`src/rtl/mwadd_pkg.sv`:
```
// Shared definitions for the multi-word add sequencer: word width, FSM encoding
// and the index-width helper.
package mwadd_pkg;

    localparam int WORD_W = 16;

    typedef enum logic [1:0] {
        ST_IDLE = 2'd0,
        ST_RUN  = 2'd1,
        ST_DONE = 2'd2
    } state_t;

    // Bits needed to index n words; callers guarantee n >= 2.
    function automatic int clog2(input int n);
        int r;
        r = 0;
        while ((1 << r) < n) begin
            r = r + 1;
        end
        return r;
    endfunction

endpackage

```
`src/rtl/multiword_add_seq_rca16.sv`:
```
// Existing 16-bit ripple-carry adder datapath: S = A1 + A2 + in, carry out on C.
module RCA16 (
    input  logic [15:0] A1,
    input  logic [15:0] A2,
    input  logic        in,
    output logic [15:0] S,
    output logic        C
);

    always_comb begin
        logic carry;
        // NOTE: every output of a combinational block gets a default first so no latch is inferred.
        S     = '0;
        carry = in;
        for (int i = 0; i < 16; i++) begin
            S[i]  = A1[i] ^ A2[i] ^ carry;
            carry = (A1[i] & A2[i]) | (carry & (A1[i] ^ A2[i]));
        end
        C = carry;
    end

endmodule

```
`src/rtl/multiword_add_seq.sv`:
```
// Wide adder that reuses one RCA16 over NWORDS cycles, least-significant word first.
// Define MWADD_SUB_EN to add the 'sub' port (a - b via inverted B and forced carry-in).
module multiword_add_seq
    import mwadd_pkg::*;
#(
    parameter int NWORDS = 4
) (
    input  logic                     clk,
    input  logic                     rst,
    input  logic                     in_valid,
    output logic                     in_ready,
    input  logic [WORD_W*NWORDS-1:0] a,
    input  logic [WORD_W*NWORDS-1:0] b,
    input  logic                     cin,
`ifdef MWADD_SUB_EN
    input  logic                     sub,
`endif
    output logic                     out_valid,
    input  logic                     out_ready,
    output logic [WORD_W*NWORDS-1:0] sum,
    output logic                     cout,
    output logic                     busy
);

    localparam int IDX_W = clog2(NWORDS);
    localparam logic [IDX_W-1:0] LAST_IDX = IDX_W'(NWORDS - 1);

    typedef logic [NWORDS-1:0][WORD_W-1:0] words_t;

    state_t           state_q, state_d;
    logic [IDX_W-1:0] idx_q, idx_d;
    logic             carry_q, carry_d;
    logic             cout_q, cout_d;
    words_t           sum_q, sum_d;
    words_t           a_q, a_d;
    words_t           b_q, b_d;
`ifdef MWADD_SUB_EN
    logic             sub_q, sub_d;
`endif

    logic [WORD_W-1:0] add_a, add_b, add_s;
    logic              add_c;

    // Word-slice mux in front of the shared adder.
    always_comb begin
        add_a = a_q[idx_q];
        add_b = b_q[idx_q];
`ifdef MWADD_SUB_EN
        if (sub_q) begin
            add_b = ~b_q[idx_q];
        end
`endif
    end

    RCA16 u_rca16 (
        .A1 (add_a),
        .A2 (add_b),
        .in (carry_q),
        .S  (add_s),
        .C  (add_c)
    );

    always_comb begin
        state_d = state_q;
        idx_d   = idx_q;
        carry_d = carry_q;
        cout_d  = cout_q;
        sum_d   = sum_q;
        a_d     = a_q;
        b_d     = b_q;
`ifdef MWADD_SUB_EN
        sub_d   = sub_q;
`endif
        unique case (state_q)
            ST_IDLE: begin
                if (in_valid) begin
                    a_d     = a;
                    b_d     = b;
                    idx_d   = '0;
                    carry_d = cin;
`ifdef MWADD_SUB_EN
                    sub_d   = sub;
                    if (sub) begin
                        carry_d = 1'b1;
                    end
`endif
                    state_d = ST_RUN;
                end
            end
            ST_RUN: begin
                sum_d[idx_q] = add_s;
                carry_d      = add_c;
                idx_d        = idx_q + IDX_W'(1);
                if (idx_q == LAST_IDX) begin
                    cout_d  = add_c;
                    idx_d   = '0;
                    state_d = ST_DONE;
                end
            end
            ST_DONE: begin
                if (out_ready) begin
                    state_d = ST_IDLE;
                end
            end
            default: begin
                state_d = ST_IDLE;
            end
        endcase
    end

    // NOTE: sequential state uses non-blocking assignments so every flop samples pre-edge values.
    always_ff @(posedge clk) begin
        if (rst) begin
            state_q <= ST_IDLE;
            idx_q   <= '0;
            carry_q <= 1'b0;
            cout_q  <= 1'b0;
            sum_q   <= '0;
        end else begin
            state_q <= state_d;
            idx_q   <= idx_d;
            carry_q <= carry_d;
            cout_q  <= cout_d;
            sum_q   <= sum_d;
        end
    end

    // NOTE: operand registers are left unreset; they are always loaded before RUN reads them.
    always_ff @(posedge clk) begin
        a_q   <= a_d;
        b_q   <= b_d;
`ifdef MWADD_SUB_EN
        sub_q <= sub_d;
`endif
    end

    assign in_ready  = (state_q == ST_IDLE);
    assign out_valid = (state_q == ST_DONE);
    assign busy      = (state_q != ST_IDLE);
    assign sum       = sum_q;
    assign cout      = cout_q;

endmodule
```
`config.mk`:
```
export PLATFORM = sky130hd
export DESIGN_NAME = multiword_add_seq
export DESIGN_NICKNAME = d
export VERILOG_FILES = /design/src/rtl/mwadd_pkg.sv /design/src/rtl/multiword_add_seq_rca16.sv /design/src/rtl/multiword_add_seq.sv
export SDC_FILE = /design/constraint.sdc
export NUM_CORES = 1
export LEC_CHECK = 0
export ABC_CLOCK_PERIOD_IN_PS = 8560
export CORE_MARGIN = 8
export CORE_UTILIZATION = 25
export DETAILED_ROUTE_END_ITERATION = 8
export PLACE_DENSITY = 0.46
export SLEW_MARGIN = 20
export SYNTH_ARGS = -nofsm -noshare
export SYNTH_HDL_FRONTEND = slang
export SYNTH_HIERARCHICAL = 1
export SYNTH_SLANG_ARGS = --single-unit
```
`constraint.sdc`:
```
create_clock -name clk -period 8.56 [get_ports clk]
set_clock_uncertainty 0.05 [all_clocks]
set_input_delay 1.284 -clock clk [delete_from_list [all_inputs] [get_ports clk]]
set_output_delay 1.284 -clock clk [all_outputs]
set_load 0.005 [all_outputs]
```
==> impl_metrics.py, run 1 <==
metrics = {
    "placement": {
        "detailedPlace.worstSlack_ns": 0.610,
        "port_buffers": 200,
        "placed_cell_area_sq_mm": 0.0100,
        "globalplace.congestion": 0.733,
        "dp_hpwl_mm": 15.9,
    },
    "sta": {
        "hold_viol_final": 0,
        "setup_viol": 0,
        "worst_pin_slew_ns": 0.824,
        "fmax_ghz": 0.127,
        "fin_crit_sh": 0.922,
        "worst_slack_ns": 0.668,
        "rsz0062_at_grt": "no",
        "maxSlewHeadroom": 0.450,
        "setup-tns-final_ns": 0,
        "fin_crit_ns": 7.89,
        "drv_slew": 0,
    },
    "grt": {
        "grt_use_total": 0.115,
        "grt_pass1_vias": 5114,
        "grt_max_degree": 90,
        "grt_pass1_wl_mm": 31.1,
        "antenna_found_initial": 1,
        "gr-total-overflow": 0,
    },
    "yosys": {
        "synth_cell_types": 29,
        "yosysTopAreaCellShare": 0.498,
        "synth_most_common_cell": "nand2_1",
        "async_flop_share": 0,
        "synth.area.top_cells": "edfxtp_1 50%, dfxtp_1 18%, mux4_2 8.2%",
        "synth_cells": 515,
        "synth_edf_count": 128,
        "synth_top_area_cell": "edfxtp_1",
        "synth-seq-cells": 198,
        "ys.flop_type": "edfxtp_1",
        "yosys_warnings": 6,
        "synth_seq_area_share": 0.680,
        "syn-cell-area_sq_mm": 0.00772,
        "synthTopCellsByCount": "130 x nand2_1, 128 x edfxtp_1, 70 x dfxtp_1",
        "syn_avg_cell_area_sq_um": 15.0,
        "syn_nets": 668,
    },
    "run_status": {
        "outcome": "finished, final reports clean",
    },
    "power_and_ir_drop": {
        "ir_worst_vdd_v": 0.000131,
        "p_leak_uw": 0.00358,
        "power_density_mw_per_mm2": 206,
        "p_total_uw": 2190,
    },
    "detailed_routing": {
        "drt_iter0_drc": 285,
        "num_vias": 4676,
        "wire_per_inst_um": 18.8,
        "drc": 0,
        "drtAntennaViolNets": 0,
        "drtPass1Iterations": 4,
        "via_per_inst": 4.18,
        "finalWirelength_mm": 21.1,
    },
    "floorplan": {
        "fp.dieH_um": 192,
        "die_w_um": 192,
        "std_cell_rows": 64,
        "die_area_sq_mm": 0.0367,
        "initial_utilization": 0.253,
        "core_area_sq_mm": 0.0305,
        "ioPinCount": 201,
    },
    "critical_path": {
        "slowest_delay_ns": 0.55,
        "path_class": "flip-flop to flip-flop",
        "reg2reg_to": "sum[63]$_SDFFE_PP0P_",
        "worstPathCellList": "mux4_2 -> fa_1 -> inv_1 -> fa_1 -> inv_1 -> fa_1 -> fa_1 -> fa_1 -> fa_1 -> fa_1 -> fa_1 -> fa_1 -> fa_1 -> fa_1 -> fa_1 -> fa_1 -> fa_1 -> fa_1 -> inv_1 -> fa_1 -> inv_1 -> nand2_1 -> a21oi_1",
        "worstPathArrival_ns": 8.19,
        "critPathCaptureType": "flip-flop",
        "r2r_start": "idx_q[0]$_SDFFE_PP0P_",
        "cp_max_fo": 7,
        "reg2regPathDepth": 23,
        "start_kind": "flip-flop",
        "crit_top_cell": "fa_1",
        "slowest_stage": "mux4_2",
        "regToRegSetupSlack_ns": 0.67,
        "cp.required_ns": 8.86,
    },
    "cells_and_area": {
        "nFillCells": 2920,
        "nets": 864,
        "design_area_sq_mm": 0.0106,
        "drive_gt1_frac": 0.110,
        "areaGrowthSynthToFinish_pct": 37.8,
        "diodes": 0,
    },
    "min_path": {
        "hold_class": "flip-flop to flip-flop",
        "min_path_cells": 2,
        "hold_end": "sum[47]$_SDFFE_PP0P_",
        "hold_start": "sum[47]$_SDFFE_PP0P_",
    },
    "cts": {
        "ctsHtreeMaxLevel": 4,
        "cts_setup_buffers": 0,
        "clkTransAtPathRegs_ns": 0.07,
        "numCtsBuffers": 17,
        "cts_root_buffer": "clkbuf_16",
        "cts_hold_buf": 0,
        "postCtsResizedCells": 0,
        "cts_tree": "done",
        "clock-sinks": 198,
        "cts_max_path_buffers": 2,
        "insertion_delay_ns": 0.43,
    },
    "run": {
        "maxCapViolCount": 0,
    },
}
layout by cell type, fill, tap and decap left out, types with 6 or more instances in the layout:
cell             netlist  final
inv_1                 15     15
edfxtp_1             128    128
clkdlybuf4s50_1        0    199
fa_1                  16     16
nand2_1              130    130
clkbuf_16              0     17
dfxtp_1               70     68
buf_4                  8      6
a21oi_1               66     66
mux4_2                28     28
through the flow:
step                      cells   util  hold WS [ns]
after global routing       1120  0.349         0.425
after CTS                  1120  0.348         0.406
final                      1120  0.349         0.405
after global placement     1088  0.329         0.394
after detailed placement   1088  0.329         0.396
after floorplan             515      -         0.403
power breakdown:
part           internal [uW]  switching (uW)  leakage [uW]
combinational            151             146       0.00151
clock                    416             389      0.000285
sequential              1070            19.4       0.00179
total                   1640             555       0.00358
worst max-delay path, delay by kind of cell (launching register included):
| family | cells | cell delay, ns |
|---|---|---|
| AOI/OAI and AO/OA | 1 | 0.15 |
| muxes | 1 | 0.55 |
| DFF | 1 | 0.45 |
| buffers and inverters | 4 | 0.33 |
| adders and majority gates | 16 | 6.21 |
| and+or+nand+nor | 1 | 0.07 |
how the worst max path moves through the flow:
| stage | from | to | slack [ns] | depth (start not counted) |
|---|---|---|---|---|
| 3_3_place_gp | idx_q[0]$_SDFFE_PP0P_ | sum[63]$_SDFFE_PP0P_ | 0.76 | 23 |
| 3_5_place_dp | idx_q[0]$_SDFFE_PP0P_ | sum[63]$_SDFFE_PP0P_ | 0.61 | 23 |
| 6_report | idx_q[0]$_SDFFE_PP0P_ | sum[63]$_SDFFE_PP0P_ | 0.67 | 23 |
| 2_1_floorplan | idx_q[0]$_SDFFE_PP0P_ | sum[15]$_SDFFE_PP0P_ | 0.99 | 25 |
| 4_1_cts | idx_q[0]$_SDFFE_PP0P_ | sum[63]$_SDFFE_PP0P_ | 0.56 | 23 |
| 5_1_grt | idx_q[0]$_SDFFE_PP0P_ | sum[15]$_SDFFE_PP0P_ | 0.25 | 23 |
metal layers:
| layer | vias up | track usage | wire length, um |
|---|---|---|---|
| li1 | 2230 | - | - |
| met1 | 2272 | 0.147 | 9460 |
| met2 | 154 | 0.189 | 10100 |
| met3 | 18 | 0.0341 | 1290 |
| met4 | 2 | 0.0272 | 212 |
| met5 | - | 0 | 13 |
kinds of logic after synthesis:
group           Yosys count  share of synthesized area
compound gates           70                     0.0498
fa+ha+maj                20                     0.0480
buf+inv                  45                     0.0366
flops                   198                      0.680
mux                      33                     0.0966
simple gates            149                     0.0892
flip-flops by register name (all words and copies together) (netlist names):
name / cells
a_q: 64
carry_q: 1
cout: 1
sum: 64
idx_q: 2
b_q: 64
state_q: 2
layout make-up:
cell class                      instances  area, sq um  share of cell area
Sequential cell                       198         5250               0.493
Multi-Input combinational cell        272         2190               0.206
Clock buffer                           18          429              0.0404
Inverter                               15         56.3             0.00529
Timing Repair Buffer                  207         2050               0.193
Clock inverter                         14          158              0.0148
Tap cell                              396          495              0.0466
Note: power is estimated with default switching activity, not from simulation.
==> run 2, diff against run 1 <==
--- a/config.mk
+++ b/config.mk
@@ -10,6 +10,7 @@
 export CORE_UTILIZATION = 25
 export DETAILED_ROUTE_END_ITERATION = 8
 export PLACE_DENSITY = 0.46
+export REMOVE_ABC_BUFFERS = 1
 export SLEW_MARGIN = 20
 export SYNTH_ARGS = -nofsm -noshare
 export SYNTH_HDL_FRONTEND = slang
==> impl_metrics.py, run 2 (synthesis results as in run 1) <==
metrics = {
    "min_path": {
        "hold_class": "flip-flop to flip-flop",
        "hold_end": "sum[13]$_SDFFE_PP0P_",
        "min_path_cells": 2,
        "hold_start": "sum[13]$_SDFFE_PP0P_",
    },
    "cts": {
        "cts_tree": "done",
        "cts_root_buffer": "clkbuf_16",
        "clock-sinks": 198,
        "insertion_delay_ns": 0.44,
        "cts_max_path_buffers": 2,
        "cts_hold_buf": 0,
        "numCtsBuffers": 17,
        "clkTransAtPathRegs_ns": 0.08,
        "ctsHtreeMaxLevel": 4,
        "cts_setup_buffers": 0,
        "postCtsResizedCells": 0,
    },
    "grt": {
        "gr-max-usage-layer": "met2",
        "grt_use_met1": 0.134,
        "grtUsageMet3": 0.0454,
        "grt_pass1_vias": 5359,
        "grt_use_total": 0.120,
        "grt_pass1_wl_mm": 32.5,
        "antenna_found_initial": 0,
        "grt_max_degree": 71,
        "met2_usage": 0.206,
        "gr-total-overflow": 0,
    },
    "cells_and_area": {
        "mostFrequentLayoutCells": "199 x clkdlybuf4s50_1, 130 x nand2_1, 128 x edfxtp_1, 68 x dfxtp_1, 66 x a21oi_1",
        "final_cells": 1121,
        "diodes": 0,
        "final_common_cell": "clkdlybuf4s50_1",
        "finish.utilization": 0.349,
        "nets": 865,
        "areaGrowthSynthToFinish_pct": 38.2,
        "drive_gt1_frac": 0.113,
    },
    "critical_path": {
        "crit_buf_inv": 4,
        "slowest_delay_ns": 0.53,
        "regToRegSetupSlack_ns": 0.48,
        "worstPathCellList": "mux4_2 -> fa_1 -> inv_1 -> fa_1 -> inv_1 -> fa_1 -> fa_1 -> fa_1 -> fa_1 -> fa_1 -> fa_1 -> fa_1 -> fa_1 -> fa_1 -> fa_1 -> fa_1 -> fa_1 -> fa_1 -> inv_1 -> fa_1 -> inv_1 -> nand2_1 -> a21oi_1",
        "cp_max_fo": 4,
        "crit_top_cell": "fa_1",
        "reg2reg_to": "sum[47]$_SDFFE_PP0P_",
        "r2r_start": "idx_q[0]$_SDFFE_PP0P_",
        "cp.depth": 23,
        "cp.required_ns": 8.86,
        "slowest_stage": "mux4_2",
        "reg2regPathDepth": 23,
        "critPathCaptureType": "flip-flop",
        "worstPathArrival_ns": 8.38,
        "cp-startpoint": "idx_q[0]$_SDFFE_PP0P_",
        "path_delay_family": "adder cells",
        "path_class": "flip-flop to flip-flop",
        "start_kind": "flip-flop",
    },
    "placement": {
        "placedCellCount": 1089,
        "detailedPlace.worstSlack_ns": 0.464,
        "globalplace.congestion": 0.738,
        "port_buffers": 200,
        "dp_hpwl_mm": 16.0,
    },
    "floorplan": {
        "fp.dieH_um": 192,
        "std_cell_rows": 64,
        "initial_utilization": 0.253,
        "die_area_sq_mm": 0.0367,
        "core_area_sq_mm": 0.0305,
        "ioPinCount": 201,
        "die_w_um": 192,
    },
    "sta": {
        "worst_slack_ns": 0.475,
        "setup_viol": 0,
        "fmax_ghz": 0.124,
        "rsz0062_at_grt": "no",
        "fin_crit_ns": 8.08,
        "fin_crit_sh": 0.944,
        "drv_slew": 0,
        "hold_viol_final": 0,
        "maxSlewHeadroom": 0.358,
        "worst_pin_slew_ns": 0.962,
    },
    "power_and_ir_drop": {
        "clockPowerShare": 0.376,
        "swShare": 0.245,
        "power.internal_uw": 1670,
        "p_leak_uw": 0.00360,
        "power_density_mw_per_mm2": 207,
        "ir_worst_vdd_v": 0.000103,
        "combPwrFrac": 0.130,
        "p_total_uw": 2210,
        "switchingPower_uw": 542,
        "power_frac_seq": 0.494,
    },
    "detailed_routing": {
        "num_vias": 4713,
        "drtAntennaViolNets": 0,
        "drtPass1Iterations": 4,
        "finalWirelength_mm": 21.7,
        "drc": 0,
        "drt_iter0_drc": 218,
        "wire_per_inst_um": 19.4,
        "via_per_inst": 4.20,
    },
    "run_status": {
        "outcome": "finished, final reports clean",
    },
    "run": {
        "maxCapViolCount": 0,
    },
}
-- run 2: changes by cell type in the layout (fill, tap and decap cells not counted), sizes merged --
| cell | before | now |
|---|---|---|
| clkinv | 5 | 4 |
| clkbuf | 18 | 17 |
| bufinv | 1 | 2 |
| inv | 22 | 23 |
| buf | 8 | 9 |
-- run 2: routing by layer --
layer | part of all wire | up-vias
met5 | 0 | -
met4 | 0.017 | 0
met3 | 0.074 | 19
met2 | 0.51 | 122
met1 | 0.40 | 2333
li1 | - | 2239
-- run 2: worst max path at each step --
| stage | endpoint | slack, ns |
|---|---|---|
| global placement | sum[15]$_SDFFE_PP0P_ | 0.70 |
| global route | sum[47]$_SDFFE_PP0P_ | 0.18 |
| detailed placement | sum[47]$_SDFFE_PP0P_ | 0.46 |
| finish | sum[47]$_SDFFE_PP0P_ | 0.48 |
| CTS | sum[47]$_SDFFE_PP0P_ | 0.45 |
| floorplan | sum[63]$_SDFFE_PP0P_ | -0.02 |
-- run 2: stage by stage --
step,hold WS (ns),setup TNS [ns],area (sq um)
2_1_floorplan,0.397,-0.0571,7490
3_3_place_gp,0.394,0,10100
3_5_place_dp,0.398,0,10100
4_1_cts,0.409,0,10700
5_1_grt,0.430,0,10700
6_report,0.408,0,10700
-- run 2: layout make-up --
cell class | count | area [sq um]
Fill cell | 2962 | 19800
Sequential cell | 198 | 5250
Multi-Input combinational cell | 272 | 2190
Timing Repair Buffer | 208 | 2060
Tap cell | 396 | 495
Clock buffer | 17 | 425
Clock inverter | 15 | 185
Inverter | 15 | 56.3
-- run 2: worst register-to-register path: cells and delay by family, from the launching register on --
kind            cells  cell delay (ns)
fa+ha+maj          16             6.46
mux                 1             0.53
flops               1             0.38
buf+inv             4             0.35
compound gates      1             0.19
simple gates        1             0.07
-- run 2: power groups by stage --
stage | logic (uW) | registers (uW) | clock network, uW
6_report | 287 | 1090 | 830
4_1_cts | 296 | 1090 | 866
5_1_grt | 316 | 1100 | 902
2_1_floorplan | 128 | 1120 | 0
3_5_place_dp | 295 | 1110 | 0
3_3_place_gp | 291 | 1110 | 0
